## config.mk

```make
export PLATFORM = sky130hd
export DESIGN_NAME = serializer
export DESIGN_NICKNAME = d
export VERILOG_FILES = /design/src/rtl/serializer.sv
export SDC_FILE = /design/constraint.sdc
export NUM_CORES = 1
export LEC_CHECK = 0
export CAP_MARGIN = 30
export CORE_MARGIN = 2
export CORE_UTILIZATION = 40
export CTS_CLUSTER_SIZE = 12
export DETAILED_ROUTE_END_ITERATION = 7
export PLACE_DENSITY_LB_ADDON = 0.05
export SLEW_MARGIN = 20
export SYNTH_ARGS = -nofsm -noshare
export SYNTH_HDL_FRONTEND = slang
export SYNTH_SLANG_ARGS = --single-unit
```

## constraint.sdc

```tcl
create_clock -name clk_i -period 1.75 [get_ports clk_i]
set_input_delay 0.175 -clock clk_i [delete_from_list [all_inputs] [get_ports clk_i]]
set_output_delay 0.175 -clock clk_i [all_outputs]
set_load 0.1 [all_outputs]
```

## src/rtl/serializer.sv

```systemverilog
// Parallel-to-serial stage: sends the top len bits of a WIDTH-bit word MSB-first,
// one per clock, and accepts the next word during the last bit so streams have no gaps.
module serializer #(
    parameter  int unsigned WIDTH = 16,
    localparam int unsigned MOD_W = $clog2(WIDTH)
) (
    input  logic             clk_i,
    input  logic             srst_i,
    input  logic [WIDTH-1:0] data_i,
    input  logic [MOD_W-1:0] data_mod_i,
    input  logic             data_val_i,
    output logic             ser_data_o,
    output logic             ser_data_val_o,
    output logic             busy_o
);

    localparam int unsigned CNT_W = MOD_W + 1;

    typedef enum logic {
        IDLE = 1'b0,
        SEND = 1'b1
    } state_t;

    state_t             state_q, state_d;
    logic [WIDTH-1:0]   shift_q, shift_d;
    logic [CNT_W-1:0]   cnt_q,   cnt_d;
    logic [CNT_W-1:0]   len;
    logic               len_legal;
    logic               accept;

    // Length code 0 means a full word; lengths 1 and 2 are rejected.
    assign len       = (data_mod_i == '0) ? CNT_W'(WIDTH) : CNT_W'(data_mod_i);
    assign len_legal = (data_mod_i != MOD_W'(1)) && (data_mod_i != MOD_W'(2));

    assign busy_o         = (state_q == SEND) && (cnt_q != CNT_W'(1));
    assign accept         = data_val_i && !busy_o && len_legal;
    assign ser_data_val_o = (state_q == SEND);
    assign ser_data_o     = (state_q == SEND) && shift_q[WIDTH-1];

    always_ff @(posedge clk_i or posedge srst_i) begin
        if (srst_i) begin
            state_q <= IDLE;
            shift_q <= '0;
            cnt_q   <= '0;
        end else begin
            state_q <= state_d;
            shift_q <= shift_d;
            cnt_q   <= cnt_d;
        end
    end

    always_comb begin
        state_d = state_q;
        shift_d = shift_q;
        cnt_d   = cnt_q;
        case (state_q)
            IDLE: begin
                if (accept) begin
                    state_d = SEND;
                    shift_d = data_i;
                    cnt_d   = len;
                end
            end
            SEND: begin
                shift_d = {shift_q[WIDTH-2:0], 1'b0};
                cnt_d   = cnt_q - CNT_W'(1);
                // Last bit: chain straight into the next word if one is offered.
                if (cnt_q == CNT_W'(1)) begin
                    if (accept) begin
                        shift_d = data_i;
                        cnt_d   = len;
                    end else begin
                        state_d = IDLE;
                        shift_d = '0;
                        cnt_d   = '0;
                    end
                end
            end
            default: begin
                state_d = IDLE;
                shift_d = '0;
                cnt_d   = '0;
            end
        endcase
    end

endmodule

```

==> run summary <==
Max Freq - 0.5074 GHz
max cap viols - 0
Yosys warning count - 0
outcome - finished with violations
first drt pass iteration count - 4
site row count - 19
worst setup margin - -0.2207 ns
Post-Synthesis Cell Area - 1101 sq um
Avg Synthesized Cell Area - 9.574 sq um
Syn Inst Count - 115
Routed wire per std cell - 14.59 um
CTS Buf Count - 3
die area - 3188 sq um
distinct cell type count after synthesis - 30
drt initial violations - 17
clock transition at the registers of the reported paths - 0.12 ns
Worst Path Required - 1.57 ns
CTS tree - yes
Placed Cells - 173
Finished Layout Cells - 185
clock latency at the later pin of the worst-skew pair - 0.31 ns
wl on met1 - 1.277 mm
# setup viols final - 10
Top Layer Used - met4
CP arrival - 1.80 ns
Detail Route Antenna Nets - 0
PD cells - 1756 nW/um^2
Vias - 1022
CTS sink cnt - 22
CP endpoint kind - output pin
GPL Wtd Cong - 0.7910
WL met2 - 1.279 mm
setup_tns - -0.6868 ns
htree depth - 1
maximum resistive drop on vdd - 0.001340 V
failing checks - negative setup slack
WL final - 2.700 mm
Core ar. - 2686 sq um
fillcell total - 231
routed wl met3 - 105 um
layout cells sized above 1 - 0.2922
Crit Path Max Fanout - 2
max-slew violations - 0
Slew headroom - 0.7587
CTS Buffer Depth - 2
die height - 56.47 um
GR Overflow Total - 0
Seq cells post-synth - 22
initial antenna violation count - 0
vias in the first global route - 1023
skew final - 0.006166 ns
first-pass GRT wire length - 4.505 mm
Place WS - -0.05149 ns
Hold Vio Cnt, Final - 0
dpl hpwl - 1.861 mm
largest net degree at the start of global routing - 23
starting density of the core - 0.4099
Layout area overhead - 52.39%
RSZ-0062 raised after global routing - true
HP Class - in -> async
die span in x - 56.47 um
Nets - 180
I/O Buffers - 25
Root Buffer - clkbuf_4
Synth Net Count - 140
Worst Tran Pin Value - 0.3587 ns
GR Util All Layers - 0.1827
antenna cells - 0
Final Critical Period - 1.971 ns
CP Launch Type - register
Residual DRC - 0
I/O pin total - 26
sequential share of the synthesized area - 0.5000
vias per cell - 5.524
flop-to-flop setup slack - -0.12 ns
Final period util - 1.126
Crit Path Category - reg -> out
Leak - 0.7587 nW
cell usage after synthesis:
cell	n	area share
a32oi_1	15	0.12
inv_1	3	0.010
o211ai_1	2	0.014
nand4b_1	1	0.0080
and2_1	2	0.011
nor3b_1	1	0.0068
o21ai_0	2	0.0091
xnor2_1	1	0.0080
nand2_1	33	0.11
nor2_1	1	0.0034
or3_1	2	0.011
o21ai_4	1	0.015
nor3_1	1	0.0045
a221o_1	1	0.0091
a21o_1	1	0.0068
nor4_1	1	0.0057
clkbuf_1	4	0.014
nor2b_1	1	0.0057
buf_2	3	0.014
dfrtp_1	22	0.50
a22oi_1	1	0.0068
buf_4	1	0.0068
ha_1	2	0.023
or3b_4	1	0.010
inv_2	1	0.0034
nand2b_1	2	0.011
o22ai_1	1	0.0057
mux2_2	1	0.010
o31a_1	1	0.0080
nand3_1	6	0.027
layout make-up:
type	instances	area (sq um)	area share
Multi-Input combinational cell	81	558.0	0.3326
Sequential cell	22	554.3	0.3304
Timing Repair Buffer	43	459.2	0.2737
Tap cell	31	38.79	0.02312
Clock inverter	1	30.03	0.01790
Clock buffer	3	22.52	0.01342
Inverter	4	15.01	0.008949
state kept, by name (all words and copies together) (netlist names):
| signal | cells |
|---|---|
| cnt_q | 5 |
| ser_data_val_o | 1 |
| shift_q | 16 |
metal layers:
| layer | vias up | track usage |
|---|---|---|
| li1 | 496 | - |
| met1 | 503 | 0.2440 |
| met2 | 18 | 0.2990 |
| met3 | 5 | 0.03226 |
| met4 | 0 | 0.06122 |
| met5 | - | 0 |
worst paths after layout:
kind | cells after the start | end | start
max in group asynchronous | 3 | ser_data_val_o | srst_i
min | 3 | shift_q[7] | srst_i
max reg2reg | 8 | cnt_q[3] | cnt_q[1]
min in group clk_i | 3 | shift_q[14] | data_i[14]
max | 7 | busy_o | cnt_q[1]
min reg2reg | 2 | shift_q[4] | shift_q[3]
critical path: stages, from the launching register on:
cell and delay, ns:
dfrtp_1 0.41, inv_2 0.09, ha_4 0.12, or3b_4 0.39, o21ai_4 0.15, inv_2 0.06, buf_6 0.12, buf_12 0.15
logic make-up after synthesis:
kind of cell               count (synthesis)  share of synthesized area
AOI/OAI and AO/OA                         25                     0.1932
buffers and inverters                     12                    0.04772
adders and majority gates                  2                    0.02272
xor gates and xnor gates                   1                   0.007956
and+or+nand+nor                           52                     0.2182
muxes                                      1                    0.01023
DFF                                       22                     0.5000
cells in the final DEF (no fill, tap or decap), types with 2 or more instances in the layout:
| master | netlist | routed |
|---|---|---|
| o211ai_1 | 2 | 2 |
| nand2_1 | 33 | 23 |
| buf_4 | 1 | 12 |
| o21ai_0 | 2 | 2 |
| buf_12 | 0 | 5 |
| inv_1 | 3 | 2 |
| nand2b_1 | 2 | 2 |
| dfrtp_1 | 22 | 21 |
| a32oi_1 | 15 | 15 |
| clkdlybuf4s50_1 | 0 | 22 |
| or3_1 | 2 | 2 |
| buf_6 | 0 | 3 |
| nand3_1 | 6 | 6 |
| clkbuf_4 | 0 | 3 |
| nand2_2 | 0 | 8 |
| inv_2 | 1 | 2 |
| nand2_4 | 0 | 2 |
power by group:
group / internal [W] / leakage [nW] / switching, W / total [W]
logic: 0.000813 / 0.449 / 0.000851 / 0.00166
registers: 0.000716 / 0.282 / 0.000178 / 0.000894
clock network: 0.000232 / 0.0279 / 0.000157 / 0.000389
repair_timing:
| action | 4_1_cts | 5_1_grt |
|---|---|---|
| setup buffers | 5 | 3 |
| endpoints found under the setup margin | 3 | 22 |
| resized for setup | 6 | 18 |
| pin swaps | 1 | 7 |
| hold buffers | 0 | 0 |
| gates cloned | 0 | 0 |
| hold endpoints to repair | 0 | 0 |
stage by stage:
step,instance area (sq um),total power (W),utilization,hold WS (ns)
after CTS,1597,0.002760,0.5943,0.1771
after detailed placement,1481,0.002210,0.5515,0.4523
after floorplan,1139,0.001766,-,0.1642
final,1678,0.002946,0.6246,0.1770
after global routing,1678,0.003140,0.6246,0.1911
after global placement,1481,0.002177,0.5515,0.4445
No activity file was read; power rests on OpenSTA's default activity.
